## src/rtl/reset_sequencer.sv

```systemverilog
// PLL-lock qualified reset sequencer: synchronise lock, wait for it to stay stable, hold core reset
// with the clock enable running, then release. Define RESET_SEQ_LOSS_COUNT_EN to add lock_loss_cnt.
module reset_sequencer #(
    parameter int unsigned LOCK_WAIT  = 1024,
    parameter int unsigned RESET_HOLD = 16,
    parameter int unsigned CLK_DIV    = 2
) (
    input  logic       clk,
    input  logic       rst_n,
    input  logic       pll_lock,
    output logic       core_rst_n,
    output logic       core_clk_en,
    output logic       ready
`ifdef RESET_SEQ_LOSS_COUNT_EN
    ,
    output logic [7:0] lock_loss_cnt
`endif
);

    localparam logic [15:0] LOCK_LAST = 16'(LOCK_WAIT - 1);
    localparam logic [15:0] HOLD_LAST = 16'(RESET_HOLD - 1);
    localparam logic [3:0]  DIV_LAST  = 4'(CLK_DIV - 1);

    typedef enum logic [1:0] {
        WAIT_LOCK,
        STABILIZE,
        HOLD,
        RUN
    } state_e;

    state_e      state_q, state_d;
    logic        sync1_q;
    logic        lock_s_q;
    logic [15:0] cnt_q, cnt_d;
    logic [3:0]  div_q, div_d;
    logic        core_rst_n_q, core_rst_n_d;
    logic        clk_en_q, clk_en_d;
    logic        ready_q, ready_d;
    logic        in_hr_q, in_hr_d;

`ifdef RESET_SEQ_LOSS_COUNT_EN
    logic [7:0]  loss_q, loss_d;
`endif

    // State register, synchroniser and all registered outputs.
    always_ff @(posedge clk) begin
        if (!rst_n) begin
            sync1_q      <= 1'b0;
            lock_s_q     <= 1'b0;
            state_q      <= WAIT_LOCK;
            cnt_q        <= '0;
            div_q        <= '0;
            core_rst_n_q <= 1'b0;
            clk_en_q     <= 1'b0;
            ready_q      <= 1'b0;
`ifdef RESET_SEQ_LOSS_COUNT_EN
            loss_q       <= '0;
`endif
        end else begin
            sync1_q      <= pll_lock;
            lock_s_q     <= sync1_q;
            state_q      <= state_d;
            cnt_q        <= cnt_d;
            div_q        <= div_d;
            core_rst_n_q <= core_rst_n_d;
            clk_en_q     <= clk_en_d;
            ready_q      <= ready_d;
`ifdef RESET_SEQ_LOSS_COUNT_EN
            loss_q       <= loss_d;
`endif
        end
    end

    // Next-state logic; loss of lock wins over any terminal count.
    always_comb begin
        state_d = state_q;
        cnt_d   = cnt_q;
        unique case (state_q)
            WAIT_LOCK: begin
                cnt_d = '0;
                if (lock_s_q) state_d = STABILIZE;
            end
            STABILIZE: begin
                if (!lock_s_q) begin
                    state_d = WAIT_LOCK;
                    cnt_d   = '0;
                end else if (cnt_q == LOCK_LAST) begin
                    state_d = HOLD;
                    cnt_d   = '0;
                end else begin
                    cnt_d = cnt_q + 16'd1;
                end
            end
            HOLD: begin
                if (!lock_s_q) begin
                    state_d = WAIT_LOCK;
                    cnt_d   = '0;
                end else if (cnt_q == HOLD_LAST) begin
                    state_d = RUN;
                    cnt_d   = '0;
                end else begin
                    cnt_d = cnt_q + 16'd1;
                end
            end
            RUN: begin
                cnt_d = '0;
                if (!lock_s_q) state_d = WAIT_LOCK;
            end
            default: begin
                state_d = WAIT_LOCK;
                cnt_d   = '0;
            end
        endcase
    end

    // Outputs are registered from the next state so a lock loss clears them in the same update.
    always_comb begin
        in_hr_q      = (state_q == HOLD) || (state_q == RUN);
        in_hr_d      = (state_d == HOLD) || (state_d == RUN);
        div_d        = '0;
        if (in_hr_q && in_hr_d) begin
            div_d = (div_q == DIV_LAST) ? 4'd0 : div_q + 4'd1;
        end
        clk_en_d     = in_hr_d && (div_q == DIV_LAST);
        core_rst_n_d = (state_d == RUN);
        ready_d      = (state_d == RUN);
`ifdef RESET_SEQ_LOSS_COUNT_EN
        loss_d = loss_q;
        if ((state_q == RUN) && (state_d == WAIT_LOCK) && (loss_q != 8'hFF)) begin
            loss_d = loss_q + 8'd1;
        end
`endif
    end

    assign core_rst_n  = core_rst_n_q;
    assign core_clk_en = clk_en_q;
    assign ready       = ready_q;
`ifdef RESET_SEQ_LOSS_COUNT_EN
    assign lock_loss_cnt = loss_q;
`endif

endmodule

```

## config.mk

```make
export PLATFORM = sky130hd
export DESIGN_NAME = reset_sequencer
export DESIGN_NICKNAME = d
export VERILOG_FILES = /design/src/rtl/reset_sequencer.sv
export SDC_FILE = /design/constraint.sdc
export NUM_CORES = 1
export LEC_CHECK = 0
export BUFFER_PORTS_ARGS = -buffer_cell sky130_fd_sc_hd__buf_2
export CORE_MARGIN = 10
export CORE_UTILIZATION = 40
export CTS_CLUSTER_SIZE = 8
export DETAILED_ROUTE_END_ITERATION = 6
export PLACE_DENSITY = 0.62
export SLEW_MARGIN = 25
export SYNTH_ARGS = -nofsm -noshare
export SYNTH_HDL_FRONTEND = slang
export SYNTH_SLANG_ARGS = --single-unit
```

## constraint.sdc

```tcl
create_clock -name clk -period 2.5 [get_ports clk]
set_clock_uncertainty 0.1 [all_clocks]
set_input_delay 0.5 -clock clk [delete_from_list [all_inputs] [get_ports clk]]
set_output_delay 0.5 -clock clk [all_outputs]
set_load 0.01 [all_outputs]
```

==> Word level (Yosys, flattened, before mapping) <==
Index checks and enable logic that the tools add are counted.
{ "word_totals": {"input_bits": 3, "output_inout_bits": 3, "register_bits": 26} }
{ "op_classes": {"reduce_logical": 7, "n_bitwise": 2, "mux": 12, "n_eq_ne": 8, "addsub": 2} }
{ "ops": {"columns": ["cell", "n"], "rows": [
  ["two-way mux 16 bit", 4],
  ["case mux 16 bit (3 select lines)", 1],
  ["adder 16 x 1 -> 16 bit (second input constant)", 1],
  ["equality test 16 x 10 -> 1 bit (second input constant)", 1],
  ["equality test 16 x 4 -> 1 bit (second input constant)", 1],
  ["two-way mux 2 bit", 6],
  ["equality test 2 bit (second input constant)", 4],
  ["case mux 2 bit (4 select lines)", 1],
  ["adder 4 x 1 -> 4 bit (second input constant)", 1],
  ["equality test 4 x 1 -> 1 bit (second input constant)", 1],
  ["OR reduction 3 bit", 1],
  ["equality test 2 x 1 -> 1 bit (second input constant)", 1],
  ["logical AND 1 bit", 2],
  ["logical NOT 2 bit", 1],
  ["logical OR 1 bit", 2],
  ["inverter 1 bit", 2],
  ["OR reduction 2 bit", 1]
]} }

==> Logic depth before layout (Yosys ltp) <==
Gate-level depths: netlist (run 1).
{ "depth": {"ltp_word": 9, "ltp_mapped": 6, "mapped_depth_nobuf": 5} }

==> Worst setup path before layout (run 1) <==
Ideal clock, no wire load.
{ "synth_path": {"path_type": "reg-to-reg", "start": "reg cnt_q[10]", "end": "reg cnt_q[4]", "setup_slack_ns": 0.474, "stages_incl_launch_ff": 6, "setup_time_ns": 0.115, "arrival_ns": 1.811, "cell_sequence": "dfxtp_1 > or4_1 > or4_4 > a2bb2oi_4 > buf_6 > nor2_1"} }
{ "synth_between": {"elab_chain_len": 4, "elab_cells_between_ends": 7, "cone_classes": "eq/ne (2); mux (5)"} }
{ "synth_rtl": {"columns": ["item", "line", "text"], "rows": [
  ["start: declaration", "34", "logic [15:0] cnt_q, cnt_d;"],
  ["start signal: assignment", "63", "cnt_q <= cnt_d;"],
  ["equality test 16 x 4 -> 1 bit / equality test 16 x 10 -> 1 bit (equally long branches)", "98, 87", null],
  ["two-way mux 16 bit (on tied branches)", "98, 87", null],
  ["two-way mux 16 bit (on tied branches)", "95, 84", null],
  ["case mux 16 bit (3 select lines) (*)", "78", "unique case (state_q)"]
]} }
Every way passes the cells marked *; elsewhere a longest branch is shown, timed or not.
A chain may end at the register's enable or synchronous reset.

==> Final worst setup path (run 1) <==
{ "layout_path": {"start": "reg cnt_q[10]", "end": "reg cnt_q[12]"} }
{ "layout_between": {"elab_chain_len": 4, "elab_cells_between_ends": 8, "cone_classes": "add/sub (1); eq/ne (2); mux (5)"} }
{ "layout_rtl": {"columns": ["item", "line"], "rows": [
  ["adder 16 x 1 -> 16 bit (tied with other cells)", "91, 102"],
  ["two-way mux 16 bit (on tied branches)", "98, 87"],
  ["two-way mux 16 bit (on tied branches)", "95, 84"],
  ["case mux 16 bit (3 select lines) (*)", "78"]
]} }
Marks and branches as above.

==> key figures, run 1 <==
Pwr
  • Pwr per Cell Area: 492 nW/um^2
  • Leak pwr: 0.390 nW
  • Worst VDD drop: 0.000336 V

Drt
  • Wire per inst: 12.1 um
  • Vias per cell: 5.33
  • DRC Markers: 0
  • DRT Wirelength: 1930 um
  • Max layer used: met4
  • Met3 WL: 115 um
  • Metal-1 WL: 934 um
  • Initial DRT Pass Iterations: 4
  • Met2 WL: 861 um
  • DRT iter0 DRCs: 40
  • Vias after detailed routing: 847
  • Antenna-violating nets left: 0

Timing
  • Relative slew slack: 71.4%
  • Fmax: 0.459 GHz
  • Final Max Tran Viols: 0
  • TNS Setup: 0 ns
  • Fin. Hold Viols: 0
  • Worst-margin pin slew: 0.426 ns
  • Final setup violation count: 0
  • Crit path time final: 2.18 ns
  • Worst setup margin: 0.322 ns
  • Final period util: 87.1%
  • RSZ-0062 raised after global routing: false

Synth
  • Area share of the largest cell type after synthesis: 46.0%
  • Yosys warning count: 0
  • Area contributors post-synth: dfxtp_1, nor2_1, xnor2_1
  • Cell area after synthesis: 1130 sq um
  • Register area share after synthesis: 46.0%
  • FF+latch count, synth: 26
  • Synth cell types: 30
  • Synth Net Count: 129
  • Synthesized instance count: 123
  • Cell taking the most area after synthesis: dfxtp_1
  • Avg Inst Size Synth: 9.21 sq um

Layout
  • Most frequent cells in the layout: dfxtp_1, nor2_1, nand3_1, xnor2_1, nand2_1
  • Commonest non-fill, non-tap cell in the layout: dfxtp_1
  • Nets: 136
  • Layout cells sized above 1: 10.2%
  • Sequential cell area: 520 sq um
  • Area growth, synth to finish: 5.97%
  • Inserted Diodes: 0
  • Multi-input logic area: 578 sq um
  • Filler cells: 290

Min path
  • Worst Hold Depth: 2
  • WHS Endpoint: sync1_q
  • Hold Path Class: primary input to flip-flop
  • Hold path startpoint: pll_lock

Floorplan
  • Ports: 6
  • Initial core utilization: 41.4%
  • Die X: 73.2 um
  • Cell Rows: 19
  • Die H: 73.2 um
  • Die area: 5360 sq um
  • CORE AREA: 2730 sq um

Clocking
  • Sink Count: 26
  • CTS root buffer: clkbuf_4
  • Post-CTS setup buffer count: 0
  • PostCTS Resize Cnt: 0
  • Hold buffer count at CTS: 0
  • Worst-Skew Late Latency: 0.31 ns
  • Inserted Clock Buffers: 3
  • Htree depth: 1
  • TritonCTS clock tree: yes
  • Clock Tree Buf Depth: 2
  • Clk slew on worst S/H paths: 0.13 ns

Setup path
  • Kind of critical path: flip-flop to flip-flop
  • Critical path data required time: 2.60 ns
  • CP Capture Type: flip-flop
  • FF-to-FF Start: cnt_q[10]
  • CP max FO: 16
  • Type of origin of the critical path: flip-flop
  • Critical path arrival: 2.28 ns
  • Worst reg-to-reg path cell count: 4
  • Reg2Reg Setup Slack: 0.32 ns
  • Critical path origin: cnt_q[10]
  • FF-to-FF End: cnt_q[12]

Global route
  • Vias in the first global route: 834
  • First-pass GRT wire length: 3570 um
  • Total track usage: 8.19%
  • Largest net degree at the start of global routing: 17
  • GRT overflow: 0
  • Initial antenna violation count: 0

Flow run
  • Total of max-cap violations: 0

Place
  • GP Congestion: 0.769
  • Post-Place Worst Slack: 0.318 ns
  • DP Wirelength: 1430 um
  • I/O Buffers: 5

Status
  • Status: completed
registers in the layout, summed over array words and instances (netlist names):
signal	flops
div_q	4
state_q	2
cnt_q	16
lock_s_q	1
core_clk_en	1
sync1_q	1
ready	1
worst max-delay path: stages (launching register included):
cell and delay, ns:
dfxtp_1 0.37, or4_1 0.59, or4_4 0.53, a2bb2oi_4 0.38, nor2_1 0.09
synthesized netlist by cell type:
cell	instances
nor3_1	4
nand4_1	4
dfxtp_1	26
a2bb2oi_4	1
buf_6	1
nor3b_1	2
clkbuf_1	2
or4_4	1
nand2b_1	1
nand3_1	8
nand2_1	7
ha_1	3
nor4_1	3
inv_1	2
buf_4	1
or4_1	3
nor2_1	20
and4_1	2
o21ai_0	3
nor2b_1	1
or2_2	1
nor4_2	1
or3_1	3
and3_1	2
xor2_1	5
a211oi_1	1
a21oi_1	4
and2_1	2
nand4bb_1	1
xnor2_1	8
layout make-up:
| type | count | share of cell area (%) |
|---|---|---|
| Multi-Input combinational cell | 91 | 48.2 |
| Sequential cell | 26 | 43.4 |
| Tap cell | 31 | 3.23 |
| Timing Repair Buffer | 6 | 2.71 |
| Clock buffer | 3 | 1.88 |
| Inverter | 2 | 0.626 |
logic make-up after synthesis:
logic type      count (synthesis)  synth area share (%)
flops                          26                  46.0
xor+xnor                       13                  10.1
compound gates                  9                  6.08
simple gates                   66                  31.6
fa+ha+maj                       3                  3.32
buf+inv                         6                  2.98
metrics by stage:
| step | area, sq um | instances | utilization (%) | power [mW] | hold WS, ns |
|---|---|---|---|---|---|
| final | 1200 | 159 | 43.9 | 0.590 | 0.290 |
| after global routing | 1200 | 159 | 43.9 | 0.618 | 0.266 |
| after CTS | 1200 | 159 | 43.9 | 0.601 | 0.278 |
| after detailed placement | 1180 | 156 | 43.1 | 0.431 | 0.319 |
| after global placement | 1180 | 156 | 43.1 | 0.431 | 0.324 |
| after floorplan | 1130 | 123 | - | 0.429 | 0.312 |
report_power, final:
part | internal [mW] | total, mW | switching, mW
combinational | 0.00246 | 0.00463 | 0.00217
clock | 0.0564 | 0.168 | 0.112
sequential | 0.416 | 0.417 | 0.00102
total | 0.475 | 0.590 | 0.115
layer usage:
layer / global-route usage (%) / vias to the layer above
li1: - / 445
met1: 9.52 / 390
met2: 13.1 / 10
met3: 3.95 / 2
met4: 2.11 / 0
met5: 0 / -
how the worst max path moves through the flow:
stage / to / slack (ns) / depth (start not counted)
global placement: cnt_q[11] / 0.36 / 5
finish: cnt_q[12] / 0.32 / 4
CTS: cnt_q[12] / 0.30 / 4
global route: cnt_q[14] / 0.16 / 5
detailed placement: cnt_q[12] / 0.32 / 4
floorplan: cnt_q[4] / 0.47 / 5
Power figures use the tool's default switching activity.
==> run 2: changes to the inputs <==
--- a/config.mk
+++ b/config.mk
@@ -5,12 +5,13 @@
 export SDC_FILE = /design/constraint.sdc
 export NUM_CORES = 1
 export LEC_CHECK = 0
+export ABC_AREA = 1
 export BUFFER_PORTS_ARGS = -buffer_cell sky130_fd_sc_hd__buf_2
 export CORE_MARGIN = 10
 export CORE_UTILIZATION = 40
 export CTS_CLUSTER_SIZE = 8
 export DETAILED_ROUTE_END_ITERATION = 6
-export PLACE_DENSITY = 0.62
+export PLACE_DENSITY = 0.64
 export SLEW_MARGIN = 25
 export SYNTH_ARGS = -nofsm -noshare
 export SYNTH_HDL_FRONTEND = slang
==> run 2 against run 1 <==
Highest routed layer unchanged. Synthesized cell count grew 25%. Critical path depth grew 4. Sequential share of layout area shrank 3.6 points. Hold slack lost 0.047 ns. Non-clock buffer count shrank 1. Critical path type unchanged. Routed wire length shrank 1.8%. Critical endpoint is now cnt_q[9].
==> key figures, run 2 <==
Status
  • Status: completed

Clocking
  • Clock Tree Buf Depth: 2 (unchanged)
  • Inserted Clock Buffers: 3 (unchanged)
  • Post-CTS setup buffer count: 0 (unchanged)
  • Clk slew on worst S/H paths: 0.14 ns (about the same)
  • TritonCTS clock tree: yes
  • Htree depth: 1 (unchanged)
  • PostCTS Resize Cnt: 0 (unchanged)
  • Worst-Skew Late Latency: 0.33 ns (+0.02 ns)
  • Sink Count: 26 (unchanged)
  • Hold buffer count at CTS: 0 (unchanged)
  • CTS root buffer: clkbuf_4

Setup path
  • Critical path data required time: 2.63 ns (+0.03 ns)
  • Critical path arrival: 1.74 ns (-0.54 ns)
  • Top cell by count, worst path: nor2_1
  • CP max stage cell: dfxtp_1
  • FF-to-FF Start: cnt_q[0]
  • CP max FO: 15 (-1)
  • Crit path buf inv count: 0 (unchanged)
  • FF-to-FF End: cnt_q[9]
  • CP top delay family: simple AND/OR/NAND/NOR gates
  • Crit-path max cell delay: 0.42 ns (-0.17 ns)
  • Kind of critical path: flip-flop to flip-flop
  • Cells traversed along the worst timing path: ha_1, nand3_2, nor2_1, nand2_1, nand3_1, nand2_2, nand2_4, nor2_1
  • Worst reg-to-reg path cell count: 8 (+4)
  • CP Capture Type: flip-flop
  • Type of origin of the critical path: flip-flop
  • Reg2Reg Setup Slack: 0.89 ns (+0.57 ns)

Floorplan
  • Initial core utilization: 43.1% (+1.7 points)
  • Die area: 5660 sq um (+5.6%)
  • Cell Rows: 19 (unchanged)
  • CORE AREA: 2830 sq um (+3.5%)
  • Die H: 75.2 um (+2.8%)
  • Ports: 6 (unchanged)
  • Die X: 75.2 um (+2.8%)

Synth
  • Cell area after synthesis: 1220 sq um (+7.7%)
  • Area contributors post-synth: dfxtp_1, nand2_1, nor2_1
  • EDFF count, synth: 0 (unchanged)
  • Post-synth top cells: nand2_1, nor2_1, dfxtp_1
  • FF+latch count, synth: 26 (unchanged)
  • Synth cell types: 21 (-30%)
  • Cell taking the most area after synthesis: dfxtp_1
  • Yosys warning count: 0 (unchanged)
  • Synthesized instance count: 154 (+25%)
  • Register area share after synthesis: 42.7% (-3.3 points)
  • Synth Flop Type: dfxtp_1
  • Synth Net Count: 160 (+24%)
  • Avg Inst Size Synth: 7.92 sq um (-14%)
  • Asr flop ratio synth: 0% (unchanged)
  • Area share of the largest cell type after synthesis: 42.7% (-3.3 points)

Timing
  • Final Max Tran Viols: 0 (unchanged)
  • TNS Setup: 0 ns (unchanged)
  • Relative slew slack: 82.0% (+11 points)
  • Worst-margin pin slew: 0.269 ns (-0.157 ns)
  • Worst setup margin: 0.888 ns (+0.566 ns)
  • Fin. Hold Viols: 0 (unchanged)
  • Final period util: 64.5% (-23 points)
  • Fmax: 0.620 GHz (+35%)
  • Crit path time final: 1.61 ns (-0.566 ns)
  • Final setup violation count: 0 (unchanged)
  • RSZ-0062 raised after global routing: false

Layout
  • Inserted Diodes: 0 (unchanged)
  • Max reg flops: 16 (unchanged)
  • Layout cells sized above 1: 18.6% (+8.5 points)
  • Final Instance Area: 1310 sq um (+9.1%)
  • Top flop regs: cnt_q (16), div_q (4), state_q (2)
  • Area growth, synth to finish: 7.28%
  • Register with the most flip-flops: cnt_q
  • Utilization after layout: 46.3% (+2.4 points)
  • Most frequent cells in the layout: nand2_1, nor2_1, dfxtp_1
  • Nets: 168 (+24%)

Drt
  • DRT iter0 DRCs: 26 (-35%)
  • Initial DRT Pass Iterations: 4 (unchanged)
  • DRT Wirelength: 1890 um (-1.8%)
  • Wire per inst: 9.84 um (-19%)
  • Antenna-violating nets left: 0 (unchanged)
  • Vias after detailed routing: 870 (+2.7%)
  • DRC Markers: 0 (unchanged)
  • Vias per cell: 4.53 (-15%)

Global route
  • GRT overflow: 0 (unchanged)
  • Vias in the first global route: 863 (+3.5%)
  • Total track usage: 7.50% (-0.70 points)
  • Largest net degree at the start of global routing: 16 (-1)
  • Initial antenna violation count: 0 (unchanged)
  • First-pass GRT wire length: 3400 um (-4.8%)

Min path
  • Worst Hold Depth: 3 (+1)
  • Hold Path Class: primary input to flip-flop
  • WHS Endpoint: sync1_q
  • Hold path startpoint: pll_lock

Flow run
  • Total of max-cap violations: 0 (unchanged)

Place
  • I/O Buffers: 5 (unchanged)
  • Placed inst area: 1260 sq um (+6.7%)
  • DP Wirelength: 1380 um (-3.5%)
  • Post-Place Worst Slack: 0.891 ns (+0.573 ns)
  • GP Congestion: 0.769 (about the same)

Pwr
  • Leak pwr: 0.557 nW (+43%)
  • Pwr per Cell Area: 546 nW/um^2 (+11%)
  • Worst VDD drop: 0.000503 V (+50%)
## run 2: cell types whose count changed after synthesis, moves of 3 or more
cell and delta:
a21oi_1 -4, nand2_1 +21, xor2_1 +3, nor4_1 -3, nor2_1 +8, nand4_1 -3, nor2_2 +12, nor3_1 -3
or3_1 -3, nand2_2 +3, or4_1 -3, inv_1 +15
## run 2: worst max path at each step
stage	from	end	slack [ns]	cells after the start
after floorplan	cnt_q[0]	cnt_q[10]	1.01	9
after global placement	cnt_q[0]	cnt_q[12]	0.93	8
after detailed placement	cnt_q[0]	cnt_q[9]	0.89	8
after CTS	cnt_q[0]	cnt_q[9]	0.87	8
after global routing	cnt_q[0]	cnt_q[9]	0.70	8
final	cnt_q[0]	cnt_q[9]	0.89	8
## run 2: report_power, final
group / internal [mW] / leakage, nW / switching (mW)
sequential: 0.416 / 0.210 / 0.000999
clock: 0.162 / 0.0279 / 0.127
combinational: 0.00274 / 0.319 / 0.00497
total: 0.581 / 0.557 / 0.133
## run 2: area by class of cell
cell class	instances	area, sq um
Sequential cell	26	520
Timing Repair Buffer	5	25.0
Tap cell	31	38.8
Multi-Input combinational cell	108	604
Clock buffer	3	22.5
Clock inverter	1	30.0
Inverter	18	67.6
Fill cell	270	1520
## run 2: metrics by stage
step	power (mW)	instances	hold WS, ns
after floorplan	0.430	154	0.290
after global placement	0.434	188	0.296
after detailed placement	0.434	188	0.301
after CTS	0.720	192	0.241
after global routing	0.742	192	0.227
final	0.715	192	0.243
## run 2: layer usage
metal  up-vias  GRT usage [%]  routed length, um
li1        479              -                  -
met1       380           8.35                938
met2         9           13.0                867
met3         2           2.89                 69
met4         0           2.27                 14
met5         -              0                  0
## run 2: kinds of logic (layout without fill, tap and decap cells)
| family | count (synthesis) | in the layout | share of synthesized area (%) |
|---|---|---|---|
| simple gates | 90 | 90 | 36.0 |
| flops | 26 | 26 | 42.7 |
| buf+inv | 20 | 27 | 7.79 |
| xor+xnor | 14 | 14 | 10.1 |
| fa+ha+maj | 3 | 3 | 3.08 |
| compound gates | 1 | 1 | 0.410 |
## run 2: worst register-to-register path, stage by stage (launching register included)
cell	delay, ns
dfxtp_1	0.42
ha_1	0.23
nand3_2	0.13
nor2_1	0.13
nand2_1	0.08
nand3_1	0.08
nand2_2	0.07
nand2_4	0.19
nor2_1	0.08
==> run 3: changes to the inputs <==
--- a/config.mk
+++ b/config.mk
@@ -5,13 +5,13 @@
 export SDC_FILE = /design/constraint.sdc
 export NUM_CORES = 1
 export LEC_CHECK = 0
-export ABC_AREA = 1
+export ABC_AREA = 0
 export BUFFER_PORTS_ARGS = -buffer_cell sky130_fd_sc_hd__buf_2
 export CORE_MARGIN = 10
 export CORE_UTILIZATION = 40
 export CTS_CLUSTER_SIZE = 8
 export DETAILED_ROUTE_END_ITERATION = 6
-export PLACE_DENSITY = 0.64
+export PLACE_DENSITY = 0.66
 export SLEW_MARGIN = 25
 export SYNTH_ARGS = -nofsm -noshare
 export SYNTH_HDL_FRONTEND = slang
==> constraint.sdc (replaced) <==
create_clock -name clk -period 1.4 [get_ports clk]
set_clock_uncertainty 0.1 [all_clocks]
set_input_delay 0.28 -clock clk [delete_from_list [all_inputs] [get_ports clk]]
set_output_delay 0.28 -clock clk [all_outputs]
set_load 0.01 [all_outputs]
==> run 3 against run 2 <==
The flow now finishes with violations (negative setup slack). Sequential share of layout area decreased by 3.4 points. Via count grew 7.8%. Combinational power up 32%. Final area grew 9.5%. Critical endpoint is now cnt_q[11]. Largest cell class unchanged.
==> key figures, run 3 (same netlist as run 1, synthesis figures left out) <==
Layout
  • Top flop regs: cnt_q (16), div_q (4), state_q (2)
  • Most frequent cells in the layout: dfxtp_1, buf_4, nor2_1
  • Utilization after layout: 52.4% (+6.1 points)
  • Register with the most flip-flops: cnt_q
  • Sequential cell area: 522 sq um (+0.24%)
  • Max reg flops: 16 (unchanged)
  • Nets: 161 (-4.2%)
  • Area growth, synth to finish: 26.5%
  • Inserted Diodes: 0 (unchanged)
  • Multi-input logic area: 609 sq um (+0.83%)
  • Filler cells: 249 (-7.8%)
  • Layout cells sized above 1: 29.4% (+11 points)

Pwr
  • Pwr per Cell Area: 737 nW/um^2 (+35%)
  • Leak pwr: 0.521 nW (-6.4%)
  • Total power: 1.06 mW (+48%)
  • Worst VDD drop: 0.000646 V (+28%)

Drt
  • Initial DRT Pass Iterations: 4 (unchanged)
  • Wire per inst: 12.2 um (+24%)
  • Vias per cell: 5.10 (+13%)
  • Vias after detailed routing: 938 (+7.8%)
  • DRT iter0 DRCs: 17 (-35%)
  • DRC Markers: 0 (unchanged)
  • Antenna-violating nets left: 0 (unchanged)
  • DRT Wirelength: 2240 um (+18%)

Clocking
  • PostCTS Resize Cnt: 1 (+1)
  • Htree depth: 1 (unchanged)
  • Worst-Skew Late Latency: 0.31 ns (-0.02 ns)
  • Post-CTS setup buffer count: 0 (unchanged)
  • Clk slew on worst S/H paths: 0.13 ns (about the same)
  • Hold buffer count at CTS: 0 (unchanged)
  • CTS root buffer: clkbuf_4
  • Clock Tree Buf Depth: 2 (unchanged)
  • Inserted Clock Buffers: 3 (unchanged)
  • TritonCTS clock tree: yes
  • Sink Count: 26 (unchanged)

Setup path
  • Type of origin of the critical path: flip-flop
  • Kind of critical path: flip-flop to flip-flop
  • Critical path arrival: 2.03 ns (+0.29 ns)
  • Critical path data required time: 1.52 ns (-1.11 ns)
  • CP max FO: 16 (+1)
  • CP Capture Type: flip-flop

Floorplan
  • Die H: 73.2 um (-2.7%)
  • Die area: 5360 sq um (-5.3%)
  • Ports: 6 (unchanged)
  • Die X: 73.2 um (-2.7%)
  • CORE AREA: 2730 sq um (-3.4%)
  • Initial core utilization: 41.4% (-1.7 points)
  • Cell Rows: 19 (unchanged)

Place
  • GP Congestion: 0.843 (+9.6%)
  • DP Wirelength: 1750 um (+26%)
  • I/O Buffers: 5 (unchanged)

Timing
  • Fmax: 0.522 GHz (-16%)
  • Crit path time final: 1.91 ns (+0.302 ns)
  • Relative slew slack: 80.0% (-2.1 points)
  • Hold slack final: 0.0710 ns (-0.172 ns)
  • Fin. Hold Viols: 0 (unchanged)
  • Worst-margin pin slew: 0.298 ns (+0.0291 ns)
  • RSZ-0062 raised after global routing: true
  • Final setup violation count: 20 (+20)
  • Final Max Tran Viols: 0 (unchanged)
  • Worst setup margin: -0.515 ns (-1.40 ns)
  • Final period util: 137% (+72 points)

Global route
  • Total track usage: 9.55% (+2.1 points)
  • Vias in the first global route: 953 (+10%)
  • Largest net degree at the start of global routing: 17 (+1)
  • First-pass GRT wire length: 4170 um (+23%)
  • GRT overflow: 0 (unchanged)
  • Initial antenna violation count: 0 (unchanged)

Flow run
  • Total of max-cap violations: 0 (unchanged)

Status
  • Failing checks: negative setup slack
  • Status: complete, but fails checks

Min path
  • Hold Path Class: primary input to flip-flop
-- run 3: final cells by class --
cell class | instances | area share [%]
Tap cell | 31 | 2.71
Clock buffer | 3 | 1.57
Timing Repair Buffer | 31 | 16.2
Multi-Input combinational cell | 91 | 42.5
Sequential cell | 26 | 36.4
Inverter | 2 | 0.524
-- run 3: final timing paths --
check	start	slack [ns]	cells past startpoint	endpoint
worst max-delay path	cnt_q[12]	-0.51	5	cnt_q[11]
worst min-delay path	pll_lock	0.07	2	sync1_q
worst max register to register	cnt_q[12]	-0.51	5	cnt_q[11]
worst min register to register	sync1_q	0.36	1	lock_s_q
-- run 3: report_power, final --
group          internal (mW)  total [mW]  leakage (nW)  switching, mW
combinational        0.00583      0.0102         0.297        0.00436
sequential             0.743       0.745         0.210        0.00173
clock                  0.101       0.301        0.0138          0.200
-- run 3: worst max-delay path, stage by stage (launching register included) --
cell and delay (ns):
dfxtp_2 0.34, or4_4 0.56, or4_4 0.45, a2bb2oi_4 0.16, buf_12 0.15, nor2_1 0.05
-- run 3: stage by stage --
stage | instance area [sq um] | setup WS, ns | TNS (ns) | std cells
final | 1430 | -0.515 | -9.09 | 184
after global placement | 1400 | -0.469 | -8.35 | 181
after CTS | 1430 | -0.526 | -9.28 | 184
after floorplan | 1160 | -0.505 | -7.83 | 123
after global routing | 1430 | -0.576 | -10.41 | 184
after detailed placement | 1400 | -0.512 | -8.88 | 181
-- run 3: layer usage --
metal	global-route usage, %	vias up	wire, um
met4	1.27	0	13
li1	-	488	-
met1	11.3	434	1030
met5	0	-	0
met3	3.95	2	113
met2	16.0	14	1090
